File: src/rtl/regfile_write_arbiter.sv
// Single write-port owner for the 32x32 integer register file: zero-scrub after
// reset or on request, then core/debug arbitration with a debug starvation guard.
module regfile_write_arbiter #(
  parameter int unsigned ADDR_W     = 5,
  parameter int unsigned DATA_W     = 32,
  parameter int unsigned STARVE_LIM = 4
) (
  input  logic              clk,
  input  logic              rst_n,
  input  logic              core_wr_valid,
  output logic              core_wr_ready,
  input  logic [ADDR_W-1:0] core_wr_addr,
  input  logic [DATA_W-1:0] core_wr_data,
  input  logic              dbg_wr_valid,
  output logic              dbg_wr_ready,
  input  logic [ADDR_W-1:0] dbg_wr_addr,
  input  logic [DATA_W-1:0] dbg_wr_data,
  input  logic              scrub_start,
  output logic              busy,
  output logic              rf_we,
  output logic [ADDR_W-1:0] rf_wa,
  output logic [DATA_W-1:0] rf_wd
);

  localparam int unsigned CNT_W = 4;

  typedef enum logic {SCRUB, ACTIVE} state_e;

  state_e              state_q, state_d;
  logic [ADDR_W-1:0]   scrub_cnt_q, scrub_cnt_d;
  logic [CNT_W-1:0]    starve_cnt_q, starve_cnt_d;
  logic                rf_we_q, rf_we_d;
  logic [ADDR_W-1:0]   rf_wa_q, rf_wa_d;
  logic [DATA_W-1:0]   rf_wd_q, rf_wd_d;
  logic                busy_q, busy_d;
  logic                open_c, starved_c, grant_dbg_c, grant_core_c;

  // Grants are only offered in ACTIVE and never in a cycle that requests a re-scrub
  assign open_c       = (state_q == ACTIVE) & ~scrub_start;
  assign starved_c    = (starve_cnt_q == CNT_W'(STARVE_LIM));
  assign grant_dbg_c  = open_c & dbg_wr_valid & (~core_wr_valid | starved_c);
  assign grant_core_c = open_c & core_wr_valid & ~grant_dbg_c;

  assign core_wr_ready = grant_core_c;
  assign dbg_wr_ready  = grant_dbg_c;
  assign busy          = busy_q;
  assign rf_we         = rf_we_q;
  assign rf_wa         = rf_wa_q;
  assign rf_wd         = rf_wd_q;

  // Next-state and registered-output logic
  always_comb begin
    state_d      = state_q;
    scrub_cnt_d  = scrub_cnt_q;
    starve_cnt_d = starve_cnt_q;
    rf_we_d      = 1'b0;
    rf_wa_d      = rf_wa_q;
    rf_wd_d      = rf_wd_q;
    busy_d       = busy_q;
    case (state_q)
      SCRUB: begin
        rf_we_d      = 1'b1;
        rf_wa_d      = scrub_cnt_q;
        rf_wd_d      = '0;
        scrub_cnt_d  = scrub_cnt_q + ADDR_W'(1);
        starve_cnt_d = '0;
        if (scrub_cnt_q == {ADDR_W{1'b1}}) begin
          state_d = ACTIVE;
          busy_d  = 1'b0;
        end
      end
      ACTIVE: begin
        if (scrub_start) begin
          state_d      = SCRUB;
          scrub_cnt_d  = ADDR_W'(1);
          busy_d       = 1'b1;
          starve_cnt_d = '0;
        end else begin
          if (grant_core_c) begin
            rf_we_d = |core_wr_addr;
            rf_wa_d = core_wr_addr;
            rf_wd_d = core_wr_data;
          end else if (grant_dbg_c) begin
            rf_we_d = |dbg_wr_addr;
            rf_wa_d = dbg_wr_addr;
            rf_wd_d = dbg_wr_data;
          end
          // Count lost arbitration cycles of a pending debug request, saturating
          if (dbg_wr_valid && !grant_dbg_c) begin
            if (!starved_c) starve_cnt_d = starve_cnt_q + CNT_W'(1);
          end else begin
            starve_cnt_d = '0;
          end
        end
      end
    endcase
  end

  always_ff @(posedge clk or negedge rst_n) begin
    if (!rst_n) begin
      state_q      <= SCRUB;
      scrub_cnt_q  <= ADDR_W'(1);
      starve_cnt_q <= '0;
      rf_we_q      <= 1'b0;
      rf_wa_q      <= '0;
      rf_wd_q      <= '0;
      busy_q       <= 1'b1;
    end else begin
      state_q      <= state_d;
      scrub_cnt_q  <= scrub_cnt_d;
      starve_cnt_q <= starve_cnt_d;
      rf_we_q      <= rf_we_d;
      rf_wa_q      <= rf_wa_d;
      rf_wd_q      <= rf_wd_d;
      busy_q       <= busy_d;
    end
  end

endmodule

File: config.mk
export PLATFORM = sky130hd
export DESIGN_NAME = regfile_write_arbiter
export DESIGN_NICKNAME = d
export VERILOG_FILES = /design/src/rtl/regfile_write_arbiter.sv
export SDC_FILE = /design/constraint.sdc
export NUM_CORES = 1
export LEC_CHECK = 0
export CAP_MARGIN = 0
export CORE_MARGIN = 1
export CORE_UTILIZATION = 43
export CTS_BUF_LIST = sky130_fd_sc_hd__clkbuf_8
export CTS_CLUSTER_SIZE = 28
export DETAILED_ROUTE_END_ITERATION = 8
export GPL_TIMING_DRIVEN = 0
export HOLD_SLACK_MARGIN = 0.15
export PLACE_DENSITY = 0.84
export SLEW_MARGIN = 10
export SYNTH_ARGS = -nofsm -noshare
export SYNTH_HDL_FRONTEND = slang
export SYNTH_SLANG_ARGS = --single-unit
File: constraint.sdc
create_clock -name clk -period 2.4 [get_ports clk]
set_clock_uncertainty 0.2 [all_clocks]
set_input_delay 0.72 -clock clk [delete_from_list [all_inputs] [get_ports clk]]
set_output_delay 0.72 -clock clk [all_outputs]
set_load 0.05 [all_outputs]
**Yosys cells after proc, flatten, opt, wreduce, memory -nomap -nowiden**

Cells that the tools add are included.

- Add/subtract/negate cells: 2
- Multiply operators: 0
- Divide/modulo/power cells: 0
- Order comparisons: 0
- Equal/unequal tests: 7
- Shift-type cells: 0
- Multiplexer cells: 24
- Bitwise gates (word level): 10
- Reduce and logical (&&, ||, !) cells: 6

Operators by type and width:

| operator | count |
|---|---|
| 32-bit 2-to-1 mux | 3 |
| 32-bit one-hot mux with 2 select lines | 1 |
| 5-bit 2-to-1 mux | 4 |
| 5-bit one-hot mux with 2 select lines | 2 |
| 4-bit 2-to-1 mux | 3 |
| 5-bit OR reduction | 2 |
| 4-bit one-hot mux with 2 select lines | 1 |
| 1-bit 2-to-1 mux | 7 |
| 2-bit inequality test, second input constant | 3 |
| 1-bit one-hot mux with 2 select lines | 3 |
| 5-bit by 1-bit adder with 5-bit output, second input constant | 1 |
| 1-bit AND | 5 |
| 5-bit == test, second input constant | 1 |
| 4-bit by 1-bit adder with 4-bit output, second input constant | 1 |
| 4-bit by 3-bit == test with 1-bit output, second input constant | 1 |
| 4-bit inequality test, second input constant | 1 |
| 1-bit NOT | 4 |
| 2-bit AND reduction | 2 |
| 3-bit by 2-bit inequality test with 1-bit output, second input constant | 1 |
| 1-bit logical AND | 1 |
| 1-bit logical NOT | 1 |
| 1-bit bitwise OR | 1 |

- Flip-flop bits (word level): 49
- Bits in latches: 0
- RAM bits: 0
- ROM bits: 0
- Word-level logic and storage cells: 56
- Memories: 0

**Logic depth before layout (Yosys ltp)**

Gate-level depths: netlist of the first run.

- Depth after elaboration: 9
- Depth in mapped cells: 7
- Gate-level depth less buffers: 6

**Worst setup path after synthesis of the first run**

No wires, ideal clock.

- Kind: input -> output
- From: input port scrub_start
- To: output port dbg_wr_ready
- Arrival time: 1.415 ns
- Data required time: 1.480 ns
- Path slack: 0.065 ns
- Stages: 3
- Cells stage by stage: nor2b_1 buf_2 o211a_1

- Cells in the longest elaborated chain, start to end: 4

RTL lines:

| element | line | source |
|---|---|---|
| start, declared | 18 | `input logic scrub_start,` |
| 1-bit NOT | 39 | `assign open_c = (state_q == ACTIVE) & ~scrub_start;` |
| 1-bit AND | 39 |  |
| 1-bit AND (2 in a row) | 41 | `assign grant_dbg_c = open_c & dbg_wr_valid & (~core_wr_valid \| starved_c);` |
| end, declared | 15 | `output logic dbg_wr_ready,` |

No other way between the ends.

**Worst setup path in the final report of the first run**

- From: register starve_cnt_q[1]
- To: output port dbg_wr_ready

- Cells in the longest elaborated chain, start to end: 3

RTL lines:

| element | line | source |
|---|---|---|
| start, declared | 31 | `logic [CNT_W-1:0] starve_cnt_q, starve_cnt_d;` |
| start signal, assigned | 111 | `starve_cnt_q <= starve_cnt_d;` |
| 4-bit by 3-bit == test with 1-bit output | 40 | `assign starved_c = (starve_cnt_q == CNT_W'(STARVE_LIM));` |
| 1-bit bitwise OR | 41 |  |
| 1-bit AND | 41 |  |

No other way between the ends.

==> results of run 1 <==
[synthesized netlist by cell type, drive strengths merged (6+ instances only)]
library cell  number  area (um^2)
a311o             32          320
and3              65          415
buf               18          168
clkbuf             8         40.0
dfrtp             47         1180
inv               10         37.5
nand2              6         30.0
nand3             10         50.1
nor2               7         26.3
nor2b              6         37.5
[worst max-delay path, stage by stage (launching register included)]
cell and delay, ps:
dfrtp_1 370, inv_2 50, ha_4 160, and3b_2 220
o211a_1 260, buf_6 160
[repair_timing]
item / CTS / global route
endpoints found under the hold margin: 0 / 0
gates resized for setup: 43 / 28
pin swaps: 0 / 2
buffers inserted: 6 / 7
endpoints found under the setup margin: 16 / 23
[metrics by stage]
| step | cell area (um^2) | std cells |
|---|---|---|
| after floorplan | 2680 | 248 |
| after global placement | 3950 | 441 |
| after detailed placement | 3970 | 442 |
| after CTS | 4090 | 455 |
| after global routing | 4200 | 461 |
| final | 4200 | 461 |
[worst paths after layout]
check | end | cells past startpoint
setup / recovery | dbg_wr_ready | 5
hold / removal | rf_wd[27] | 1
setup reg to reg | rf_wd[6] | 8
hold reg to reg | busy | 2
max in group asynchronous | busy | 2
min in group clk | busy | 2
[registers in the layout, indices dropped and copies added (netlist names)]
name	count
rf_wd	32
rf_wa	5
scrub_cnt_q	5
starve_cnt_q	4
busy	1
rf_we	1
state_q	1
[per-layer routing]
metal / track usage / wire (um) / vias up
li1: - / - / 1223
met1: 0.293 / 3260 / 1258
met2: 0.411 / 3870 / 110
met3: 0.0562 / 607 / 9
met4: 0.0911 / 127 / 0
met5: 0 / 0 / -
[kinds of logic (layout without fill, tap and decap cells)]
logic type	count (synthesis)	after routing	share of synthesized area
AOI/OAI and AO/OA	55	55	0.186
xor gates and xnor gates	4	4	0.0131
adders and majority gates	4	4	0.0187
buffers and inverters	36	174	0.0916
DFF	49	49	0.459
and+or+nand+nor	100	100	0.231
[power by group]
group | leakage [nW] | switching [mW] | internal, mW | total, mW
logic | 1.75 | 0.666 | 0.474 | 1.14
clock network | 0.0467 | 0.279 | 0.198 | 0.477
registers | 0.653 | 0.105 | 0.983 | 1.09
total | 2.45 | 1.05 | 1.66 | 2.71
[layout make-up]
class	instances	area, um^2	area share
timing repair buffer	132	1330	0.316
sequential	49	1230	0.292
multi-input combinational	163	1230	0.292
buffer	24	199	0.0473
tap	75	93.8	0.0223
clock buffer	5	68.8	0.0164
inverter	10	42.5	0.0101
clock inverter	3	15.0	0.00357
[placed cells by master, fill, tap and decap left out, types with 7 or more instances in the layout]
master           netlist  layout
buf_4                  1      16
and3_1                58      58
dlygate4sd2_1          0      14
inv_1                  9       9
dfrtp_1               47      47
nand3_1               10      10
a311o_1               32      32
nor2_1                 7       7
dlymetal6s2s_1         0      21
clkdlybuf4s50_1        0      78
and3_2                 7       7
buf_6                 12      11
==> metrics.txt, run 1 <==
worst hold-check slack=178 ps; Worst IR Drop VDD=0.578 mV; reg-to-reg setup timing slack=370 ps; achievable frequency=407 MHz; Max Cap Violations=0; drt wl/cell=17.0 um; number of buffers inserted by port buffering=118; launching point of the worst reg2reg path=starve_cnt_q[0]; violated checks=negative setup slack; synthesized net count=331; largest net degree at the start of global routing=30; Longest Clk Path Bufs=2; worst setup path start=starve_cnt_q[1]; Most used DFF post-synth=dfrtp_1; clock slew at the register clock pins of the worst setup and hold paths=90 ps; clock tree from TritonCTS=done; number of antenna-violating nets in the routed design=0; critical path fanouts, max=2; DIE AREA=6540 um^2; Worst Setup Start Kind=register; count of mapped cells out of synthesis=248; number of vias after detailed routing=2,600; Row Count=28; final period demand of the worst path=2460 ps; number of enable flip-flop cells after synthesis=0; detailed-placement wirelength estimate=5520 um; number of clock sinks seen by CTS=49; final-layout setup total negative slack=-58.1 ps; share of layout cells above drive strength 1=0.161; total global routing overflow=0; Boundary Pins=120; utilization after layout=0.705; First DRT Iteration DRCs=151; core box area=5960 um^2; unrepaired setup endpoints after global routing=yes; post-synth design cell area=2680 um^2; CTS H-tree depth=2; worst slew pin tran=522 ps; ratio of routed vias to standard cells=5.64; Die Height=80.9 um; class of the most critical hold timing path=input port to asynchronous set/reset pin; data required time at the worst endpoint=1480 ps; Filler Cell Count=478; P per Cell Area=644 nW/um^2; critical path capture point type=output pin; run status=finished with violations; TritonRoute pass-1 iters=4; sequential element share of the synthesized area=0.459; layout-stage area growth over the synthesis result=57.0%; critical path type=register to output pin; post-layout total power=2.71 mW; data arrival at the endpoint of the critical path=1540 ps; horizontal die dimension=80.9 um; final worst-path cycle share=1.02; Setup WS post-layout=-58.1 ps; Place WS=-1210 ps; Starting Density=0.449; count of cell types in the netlist=39; total detailed-routing wirelength=7860 um; antenna violations before repair=0; standby leakage power=2.45 nW; number of buffers inserted by hold repair at cts=0; final count of hold timing violations=0; via count of the first global-routing pass=2,498; Post-synth ARST share=1.00; Yosys reg bits=49; number of inserted diodes=0; clock tree root buffer cell=clkbuf_8; TritonCTS buffer count=5; mean cell area of the mapped netlist=10.8 um^2; Placer Congestion=0.815; global routing usage summed across all routing layers=0.240; tightest slew margin relative to the limit=0.651; Final nets=468; max-slew violations=0; number of synthesis warnings=0; residual DRC count=0; insertion delay to the later sink of the worst-skew pair=310 ps; first-pass GRT wire length=11,800 um; endpoints failing setup=1
Power figures use the tool's default switching activity.
==> run 2, diff against run 1 <==
--- a/config.mk
+++ b/config.mk
@@ -13,6 +13,7 @@
 export DETAILED_ROUTE_END_ITERATION = 8
 export GPL_TIMING_DRIVEN = 0
 export HOLD_SLACK_MARGIN = 0.15
+export MAX_ROUTING_LAYER = met4
 export PLACE_DENSITY = 0.84
 export SLEW_MARGIN = 10
 export SYNTH_ARGS = -nofsm -noshare
==> constraint.sdc (replaced) <==
create_clock -name clk -period 2.4 [get_ports clk]
set_clock_uncertainty 0.2 [all_clocks]
set_input_delay 0.72 -clock clk [delete_from_list [all_inputs] [get_ports clk]]
set_output_delay 0.72 -clock clk [all_outputs]
set_load 0.02 [all_outputs]
==> metrics.txt, run 2 (synthesis results as in run 1) <==
number of vias after detailed routing=2,558 (-1.6%); share of layout cells above drive strength 1=0.154 (-0.00657); Max Cap Violations=0 (unchanged); reg-to-reg setup timing slack=360 ps (about the same); run status=finished with violations; TritonCTS buffer count=5 (unchanged); tightest slew margin relative to the limit=0.651 (about the same); clock tree from TritonCTS=done; combinational fraction of design power=0.379 (-0.042); CTS H-tree depth=2 (unchanged); ratio of routed vias to standard cells=5.59 (-0.97%); final period demand of the worst path=2450 ps (-9.35 ps); final worst-path cycle share=1.02 (-0.00390); detailed-placement wirelength estimate=5520 um (unchanged); final count of hold timing violations=0 (unchanged); drt wl/cell=16.9 um (-0.88%); unrepaired setup endpoints after global routing=yes; Placer Congestion=0.827 (+1.5%); net switching power figure=0.823 mW (-22%); antenna violations before repair=0 (unchanged); Setup WS post-layout=-48.8 ps (+9.35 ps); Critical Path Sink=dbg_wr_ready; First DRT Iteration DRCs=130 (-14%); number of inserted diodes=0 (unchanged); net switching share of the total power=0.328 (-0.0607); Filler Cell Count=490 (+2.5%); Row Count=28 (unchanged); number of buffers inserted by port buffering=118 (unchanged); cell-internal power=1.69 mW (+2.1%); critical path fanouts, max=2 (unchanged); worst setup path start=starve_cnt_q[1]; length in cells of the worst reg-to-reg path=8 (unchanged); max-slew violations=0 (unchanged); Boundary Pins=120 (unchanged); largest net degree at the start of global routing=30 (unchanged); first-pass GRT wire length=11,800 um (-0.30%); Die Height=80.9 um (unchanged); TritonRoute pass-1 iters=4 (unchanged); Worst Setup Start Kind=register; via count of the first global-routing pass=2,510 (+0.48%); data arrival at the endpoint of the critical path=1530 ps (about the same); critical path type=register to output pin; area of combinational cells with multiple inputs=1230 um^2 (unchanged); design area=4150 um^2 (-1.2%); endpoint of the worst-slack reg-to-reg timing path=rf_wd[1]; horizontal die dimension=80.9 um (unchanged); most frequent cells in the layout=clkdlybuf4s50_1 (112), and3_1 (58), dfrtp_1 (47), a311o_1 (32), buf_6 (14); class of the most critical hold timing path=input port to asynchronous set/reset pin; data required time at the worst endpoint=1480 ps (about the same); Post-DP Area=3970 um^2 (unchanged); layout-stage area growth over the synthesis result=55.1%; number of clock sinks seen by CTS=49 (unchanged); insertion delay to the later sink of the worst-skew pair=310 ps (about the same); endpoints failing setup=1 (unchanged); worst slew pin tran=524 ps (+1.33 ps); residual DRC count=0 (unchanged); clock tree root buffer cell=clkbuf_8; Final nets=465 (-0.64%); number of buffers inserted by hold repair at cts=0 (unchanged); fraction of power consumed by the clock network=0.188 (+0.012); critical path capture point type=output pin; P per Cell Area=606 nW/um^2 (-5.9%); sequential share of power=0.434 (+0.032); Longest Clk Path Bufs=2 (unchanged); achievable frequency=408 MHz (+0.38%); Worst IR Drop VDD=0.468 mV (-19%); clock slew at the register clock pins of the worst setup and hold paths=90 ps (about the same); flip-flop count of the largest register, all copies and words added=32 (unchanged); number of antenna-violating nets in the routed design=0 (unchanged); violated checks=negative setup slack; core box area=5960 um^2 (unchanged); Starting Density=0.449 (unchanged); Place WS=-1010 ps (+199 ps); most common cell after layout, fill and taps aside=clkdlybuf4s50_1; launching point of the worst reg2reg path=starve_cnt_q[1]; standby leakage power=2.02 nW (-18%); total detailed-routing wirelength=7740 um (-1.5%); total global routing overflow=0 (unchanged); global routing usage summed across all routing layers=0.246 (+0.00615); sequential cell area in the final layout=1230 um^2 (unchanged); DIE AREA=6540 um^2 (unchanged)
[run 2: layout make-up]
class                      count  share of cell area
tap                           75              0.0226
inverter                      10              0.0103
clock inverter                 3             0.00362
sequential                    49               0.296
clock buffer                   5              0.0166
timing repair buffer         128               0.305
multi-input combinational    163               0.295
buffer                        25              0.0506
[run 2: critical path, cell delays in order, from the launching register on]
cell     delay (ps)
dfrtp_1         380
inv_2            60
ha_4            160
and3b_2         230
o211a_1         260
buf_6           140
[run 2: worst min path at each step]
stage,startpoint,endpoint,slack (ps),cells past startpoint
floorplan,rst_n,rf_wa[0],220,0
global placement,busy,busy,270,2
detailed placement,busy,busy,280,2
CTS,rst_n,rf_wd[24],190,1
global route,rst_n,rf_wd[2],200,1
finish,rst_n,rf_wd[27],180,1
[run 2: per-layer routing]
layer	vias up	wire [um]	global-route usage
met1	1230	3390	0.298
met2	100	3740	0.413
met5	-	0	-
met4	0	146	0.0911
li1	1217	-	-
met3	11	465	0.0416
[run 2: timing repair]
| item | in CTS | in global routing |
|---|---|---|
| buffers inserted | 6 | 3 |
| gates resized for setup | 24 | 11 |
| pin swaps | 0 | 2 |
| endpoints found under the setup margin | 2 | 3 |
| cloned | 0 | 0 |
[run 2: power by group through the flow]
stage | sequential (mW) | clock (mW) | combinational (mW)
final | 1.09 | 0.472 | 0.952
after global routing | 1.12 | 0.515 | 1.03
after CTS | 1.09 | 0.489 | 0.954
after detailed placement | 1.11 | 0 | 0.941
after global placement | 1.10 | 0 | 0.920
after floorplan | 1.20 | 0 | 0.388
[run 2: per-stage QoR]
stage	utilization	power [mW]	TNS (ps)	std cells	hold WS (ps)
6_report	0.697	2.51	-48.8	458	181
5_1_grt	0.697	2.66	-128	458	204
3_5_place_dp	0.666	2.05	-8750	442	281
2_1_floorplan	-	1.59	0	248	224
4_1_cts	0.688	2.53	-64.9	455	186
3_3_place_gp	0.663	2.02	-58980	441	269
==> run 3, diff against run 2 <==
--- a/config.mk
+++ b/config.mk
@@ -15,6 +15,7 @@
 export HOLD_SLACK_MARGIN = 0.15
 export MAX_ROUTING_LAYER = met4
 export PLACE_DENSITY = 0.84
+export SKIP_CTS_REPAIR_TIMING = 1
 export SLEW_MARGIN = 10
 export SYNTH_ARGS = -nofsm -noshare
 export SYNTH_HDL_FRONTEND = slang
==> metrics.txt, run 3 (synthesis results as in run 1) <==
run status=finished with violations; violated checks=negative setup slack; final count of hold timing violations=0 (unchanged); layout-stage area growth over the synthesis result=54.3%; largest net degree at the start of global routing=30 (unchanged); ratio of routed vias to standard cells=5.66 (+1.3%); data arrival at the endpoint of the critical path=1520 ps (about the same); worst slew pin tran=512 ps (-11.3 ps); final-layout setup total negative slack=-64.6 ps (-15.8 ps); Starting Density=0.449 (unchanged); share of layout cells above drive strength 1=0.150 (-0.00444); Worst Setup Start Kind=register; Die Height=80.9 um (unchanged); Placer Congestion=0.827 (unchanged); global routing usage summed across all routing layers=0.240 (-0.00600); post-layout total power=2.51 mW (about the same); cells along the critical path=inv_2 -> ha_4 -> and3b_2 -> o211a_1 -> buf_6; clock tree root buffer cell=clkbuf_8; CTS H-tree depth=2 (unchanged); number of vias after detailed routing=2,580 (+0.86%); class of the most critical hold timing path=input port to asynchronous set/reset pin; standby leakage power=2.01 nW (-0.68%); data required time at the worst endpoint=1480 ps (about the same); Largest stage delay, worst path=370 ps (about the same); family of cells with the greatest summed delay on the critical path=flip-flops; number of clock sinks seen by CTS=49 (unchanged); TritonCTS buffer count=5 (unchanged); clock slew at the register clock pins of the worst setup and hold paths=90 ps (about the same); TritonRoute pass-1 iters=4 (unchanged); antenna violations before repair=0 (unchanged); Non-Filler Instances=456 (-0.44%); final period demand of the worst path=2440 ps (-6.70 ps); most frequent cells in the layout=clkdlybuf4s50_1 (112), and3_1 (58), dfrtp_1 (47), a311o_1 (32), buf_6 (13); critical path capture point type=output pin; endpoints failing setup=2 (+1); First DRT Iteration DRCs=115 (-12%); Place WS=-1010 ps (unchanged); launching point of the worst reg2reg path=state_q; WP buf/inv=2 (unchanged); DIE AREA=6540 um^2 (unchanged); flip-flop count of the largest register, all copies and words added=32 (unchanged); Setup WS post-layout=-42.1 ps (+6.70 ps); total global routing overflow=0 (unchanged); P per Cell Area=609 nW/um^2 (+0.52%); endpoint of the worst-slack reg-to-reg timing path=rf_wd[6]; insertion delay to the later sink of the worst-skew pair=310 ps (about the same); Worst IR Drop VDD=0.467 mV (-0.13%); residual DRC count=0 (unchanged); achievable frequency=409 MHz (+0.27%); unrepaired setup endpoints after global routing=yes; drt wl/cell=16.9 um (+0.22%); total detailed-routing wirelength=7720 um (-0.22%); cell count after placement=442 (unchanged); slowest stage cell on the critical path=dfrtp_1; worst setup path start=starve_cnt_q[1]; critical path depth in cells=5 (unchanged); tightest slew margin relative to the limit=0.659 (+0.00757); number of inserted diodes=0 (unchanged); number of antenna-violating nets in the routed design=0 (unchanged); Final nets=463 (-0.43%); reg-to-reg setup timing slack=470 ps (+110 ps); number of buffers inserted by port buffering=118 (unchanged); Longest Clk Path Bufs=2 (unchanged); max-slew violations=0 (unchanged); via count of the first global-routing pass=2,474 (-1.4%); first-pass GRT wire length=11,500 um (-2.3%); clock tree from TritonCTS=done; Boundary Pins=120 (unchanged); critical path fanouts, max=3 (+1); length in cells of the worst reg-to-reg path=6 (-2); final worst-path cycle share=1.02 (-0.00279); most common cell after layout, fill and taps aside=clkdlybuf4s50_1; horizontal die dimension=80.9 um (unchanged); critical path type=register to output pin; Row Count=28 (unchanged); detailed-placement wirelength estimate=5520 um (unchanged); core box area=5960 um^2 (unchanged); Max Cap Violations=0 (unchanged)
run 3: cell types whose count changed in the layout (fill, tap and decap cells not counted):
cell and change:
buf_4 -3, buf_6 -1, clkbuf_2 +1, clkbuf_4 +1
run 3: layout make-up:
cell class                      count  area, um^2
Clock inverter                      3        15.0
Multi-Input combinational cell    163        1230
Timing Repair Buffer              126        1240
Buffer                             25         210
Inverter                           10        42.5
Tap cell                           75        93.8
Fill cell                         497        1830
Clock buffer                        5        68.8
Sequential cell                    49        1230
run 3: worst max-delay path by stage:
stage | to | slack, ps
floorplan | core_wr_ready | 210
CTS | core_wr_ready | -1010
finish | dbg_wr_ready | -40
global placement | rf_wd[18] | -1060
global route | dbg_wr_ready | -90
detailed placement | core_wr_ready | -1010
run 3: power breakdown:
part           switching, mW  internal, mW
Combinational          0.442         0.506
Clock                  0.275         0.198
Sequential             0.109         0.983
run 3: worst reg2reg max path: cells and delay by family, from the launching register on:
family	cells	cell delay (ps)
flip-flops	1	470
AND/OR/NAND/NOR	2	450
buffers and inverters	3	440
AO/OA/AOI/OAI	1	280
run 3: per-stage QoR:
stage,cell area [um^2],hold slack [ps],util
2_1_floorplan,2680,224,-
3_3_place_gp,3950,269,0.663
3_5_place_dp,3970,281,0.666
4_1_cts,4050,186,0.680
5_1_grt,4130,201,0.693
6_report,4130,175,0.693
run 3: routing by layer:
layer	track usage	routed length [um]	vias to the layer above	share of wire
li1	-	-	1211	-
met1	0.288	3390	1252	0.44
met2	0.408	3740	107	0.48
met3	0.0360	468	10	0.061
met4	0.0893	123	0	0.016
met5	-	0	-	0
==> edit 1: new RTL, settings of run 2 <==
Set the localparam `CNT_W` to 3 (it was 4).
--- a/src/rtl/regfile_write_arbiter.sv
+++ b/src/rtl/regfile_write_arbiter.sv
@@ -22,7 +22,7 @@
   output logic [DATA_W-1:0] rf_wd
 );
 
-  localparam int unsigned CNT_W = 4;
+  localparam int unsigned CNT_W = 3;
 
   typedef enum logic {SCRUB, ACTIVE} state_e;
 
Check against the original RTL: same outputs for any inputs over 10 cycles, from zero or initial values and one cycle with rst_n low; that may be too few to reach the edited logic, so the function may still have changed.
==> edit 1 against run 2 <==
Clock power rose by 23%; first-iteration DRC count is 15% higher; total power is 2.5% higher; wire length fell by 3.9%; design area shrank 5.8%; setup slack better by 92 ps; sequential cell count down 1; area after synthesis down 7.4%; critical path type unchanged; highest routed layer unchanged.
==> edit 1: results (changes against run 2) <==
metric;value;unit;change
outcome;finished clean;;
synth_xor_area_frac;0.01061;;-0.002484
synth_fa_ha_area_frac;0.02020;;+0.001502
switchingPower;0.0008325;W;+1.1%
gr-usage-met3;0.04706;;+0.005486
ys_seq_area_frac;0.4859;;+0.02677
met1_usage;0.3285;;+0.03096
grt_pass1_vias;2504;;-0.24%
fill_cells;444;;-9.4%
critical_path.top_delay_family;buffers and inverters;;
multiInputGateArea;1031;um2;-16%
grt_max_degree;26;;-13%
r2r_cells;7;;-1
final-clk-cell-share;0.02751;;+0.007312
num-nets-final;482;;+3.7%
grtUsageTotal;0.2559;;+0.009453
ir_drop;0.0003876;V;-17%
slowest_stage;clkdlybuf4s50_1;;
num_vias;2601;;+1.7%
syn-num-nets;352;;+6.3%
timing.rr.start;starve_cnt_q[0]$_DFFE_PN0P_;;
n_all_inverters;42;;+32
port_buffers;119;;+0.85%
synth_cells;269;;+8.5%
ys_top_cells_by_count;nand3_1, dfrtp_1, inv_1;;
synth_cell_types;34;;-13%
wl_per_cell;15.76;um;-6.8%
critPathCapture;busy;;
clk_latency;290;ps;-20 ps
p_int;0.001743;W;+3.1%
r2r_end;rf_wd[31]$_DFFE_PN0P_;;
p_leak;1.659;nW;-18%
synth-compound-area-share;0.1818;;-0.004250
met1Wirelength;3243;um;-4.2%
crit_path_max_incr_delay;590;ps;+210 ps
fin_crit_sh;0.9819;;-0.03843
dpl_worst_slack;-1186;ps;-175.8 ps
p_clk_frac;0.225;;+0.037
met2_usage;0.4106;;-0.001986
cp_max_fo;3;;+1
grt_pass1_wl;11850;um;+0.83%
viasPerCell;5.511;;-1.3%
wl_met2;3625;um;-3.1%
place_area;3774;um2;-4.9%
hpwl;5388;um;-2.3%
worst-slew-pin-transition;567.8;ps;+44.25 ps
drtIter0Drc;149;;+15%
drive_gt1_frac;0.07500;;-0.07905
[edit 1: cell types whose count changed after synthesis, sizes merged, moves of 5 or more]
cell    delta
a311o     -32
and3      -63
buf       -13
clkbuf    +10
inv       +32
nand3     +56
nand3b     +5
nor2b      -6
o311a      +5
o311ai    +32
[edit 1: worst min path at each step]
| stage | startpoint | to | depth (start not counted) |
|---|---|---|---|
| 6_report | rst_n | rf_wa[3]$_DFFE_PN0P_ | 1 |
| 5_1_grt | rst_n | rf_wd[30]$_DFFE_PN0P_ | 1 |
| 4_1_cts | rst_n | rf_wd[30]$_DFFE_PN0P_ | 1 |
| 3_5_place_dp | starve_cnt_q[0]$_DFFE_PN0P_ | starve_cnt_q[0]$_DFFE_PN0P_ | 1 |
| 3_3_place_gp | starve_cnt_q[0]$_DFFE_PN0P_ | starve_cnt_q[0]$_DFFE_PN0P_ | 1 |
| 2_1_floorplan | rst_n | rf_wa[0]$_DFFE_PN0P_ | 0 |
==> edit 2: new RTL, settings of run 2 <==
Made on the original files. Reset style: synchronous (`rst_n`), changed in one clocked block.
--- a/src/rtl/regfile_write_arbiter.sv
+++ b/src/rtl/regfile_write_arbiter.sv
@@ -96,7 +96,7 @@
     endcase
   end
 
-  always_ff @(posedge clk or negedge rst_n) begin
+  always_ff @(posedge clk) begin
     if (!rst_n) begin
       state_q      <= SCRUB;
       scrub_cnt_q  <= ADDR_W'(1);
Function: differs if rst_n is asserted again (counterexample within 4 cycles, from zero or initial values and one cycle with rst_n low); with rst_n held inactive, the same outputs for 10 cycles.
==> edit 2 against run 2 <==
Setup slack better by 100 ps; wire length is 15% lower; sequential cell count stayed put; critical path depth is 1 higher; area after synthesis is 19% lower; critical endpoint is now core_wr_ready; design area is 11% lower; register-to-register slack worse by 210 ps; synthesized cell count is 15% lower; non-clock buffer count is 6 lower; final cell count is 8.3% lower.
Power is not compared: it rests on default switching activity, and its combinational part moved more than twofold at a synthesized area within 25%.
==> edit 2: results (changes against run 2) <==
metric;value;unit;change
outcome;finished clean;;
drt-pass1-iter-count;4;;unchanged
slowest_stage;dfxtp_2;;
num-nets-final;435;;-6.5%
grt_max_degree;16;;-47%
grt_pass1_vias;2172;;-13%
placed_cells;397;;-10%
syn-num-nets;295;;-11%
p_leak;1.582;nW;
crit_path_max_incr_delay;350;ps;-30 ps
ys_seq_area_frac;0.4516;;-0.007480
min-delay-start;rf_wd[10]$_SDFFE_PN0P_;;
clkTransAtPathRegs;100;ps;
grtUsageTotal;0.2511;;+0.004646
synth_cell_types;31;;-21%
ys_top_cells_by_count;dfxtp_1, mux2i_1, o2bb2ai_1;;
yosys_warnings;0;;unchanged
port_buffers;118;;unchanged
hpwl;4634;um;-16%
dpl_worst_slack;-1159;ps;-148.7 ps
cts_buffers;5;;unchanged
drtIter0Drc;155;;+19%
grt_pass1_wl;9922;um;-16%
n_antenna_cell;0;;unchanged
synth_xor_area_frac;0.008065;;-0.005026
synth-compound-area-share;0.2068;;+0.02073
cp-startpoint;starve_cnt_q[1]$_SDFFE_PN0P_;;
gp_congestion;0.8900;;+7.6%
num_vias;2211;;-14%
drive_gt1_frac;0.1530;;-0.001072
fill_cells;360;;-27%
ir_drop;0.0002782;V;
wl_per_cell;15.62;um;-7.5%
hp-class;flip-flop to flip-flop;;
clock_tree.root_cell;clkbuf_8;;
synth_fa_ha_area_frac;0.02304;;+0.004341
async_flop_share;0;;-1.000
viasPerCell;5.264;;-5.7%
antenna_found_initial;0;;unchanged
synth.area.top_cells;dfxtp_1, mux2i_1, o2bb2ai_1, o21ai_0, buf_6;;
largest_reg_flops;32;;unchanged
cp_max_fo;3;;+1
yosys-mux-area-fraction;0.1521;;+0.1521
worst-slew-pin-transition;474.5;ps;-49.03 ps
cts.path.max_buffers;2;;unchanged
synth_cells;212;;-15%
## edit 2: through the flow
stage                     total power [W]  area, um2  TNS, ps  hold slack (ps)
after floorplan                 0.0008992       2177        0            229.7
after global placement           0.001045       3442   -16630            243.7
after detailed placement         0.001052       3442   -17610            247.1
after CTS                        0.001632       3674        0            272.3
after global routing             0.001684       3710  -0.5606            288.6
final                            0.001636       3710        0            271.0
## edit 2: cells by family after synthesis
kind of cell             after synthesis
multiplexers                          33
flip-flops                            49
buffers and inverters                 20
AND/OR/NAND/NOR                       42
AO/OA/AOI/OAI                         62
XOR/XNOR                               2
adder cells (fa/ha/maj)                4
## edit 2: timing repair
action | CTS | global route
hold buffers | 0 | 0
pin swaps | 3 | 5
setup buffers | 13 | 4
endpoints found under the setup margin | 33 | 37
gates resized for setup | 31 | 12
## edit 2: path summary, 6_finish.rpt
path,slack [ps],cells after the start,end
setup / recovery,50,6,core_wr_ready
hold reg to reg,270,1,rf_wd[10]$_SDFFE_PN0P_
setup reg to reg,150,13,rf_wa[2]$_SDFFE_PN0P_
hold / removal,270,1,rf_wd[10]$_SDFFE_PN0P_
## edit 2: cell type report
class                      count  area (um2)  share of cell area
sequential                    49       983.4              0.2651
buffer                        13       90.09             0.02428
clock buffer                   5       68.82             0.01855
tap                           67       83.83             0.02260
multi-input combinational    143        1120              0.3019
clock inverter                 3       42.54             0.01147
timing repair buffer         134        1295              0.3491
inverter                       6       26.28            0.007083
## edit 2: power by group
group | switching [W] | internal (W) | total (W)
sequential | 0.0000114 | 0.000823 | 0.000835
clock | 0.000286 | 0.000309 | 0.000595
combinational | 0.0000615 | 0.000145 | 0.000206
total | 0.000358 | 0.00128 | 0.00164
## edit 2: per-layer routing
| layer | up-vias | global-route usage | wire (um) |
|---|---|---|---|
| li1 | 1067 | - | - |
| met2 | 110 | 0.4434 | 3417 |
| met5 | - | - | 0 |
| met3 | 10 | 0.05801 | 465 |
| met1 | 1024 | 0.2777 | 2603 |
| met4 | 0 | 0.08061 | 75 |
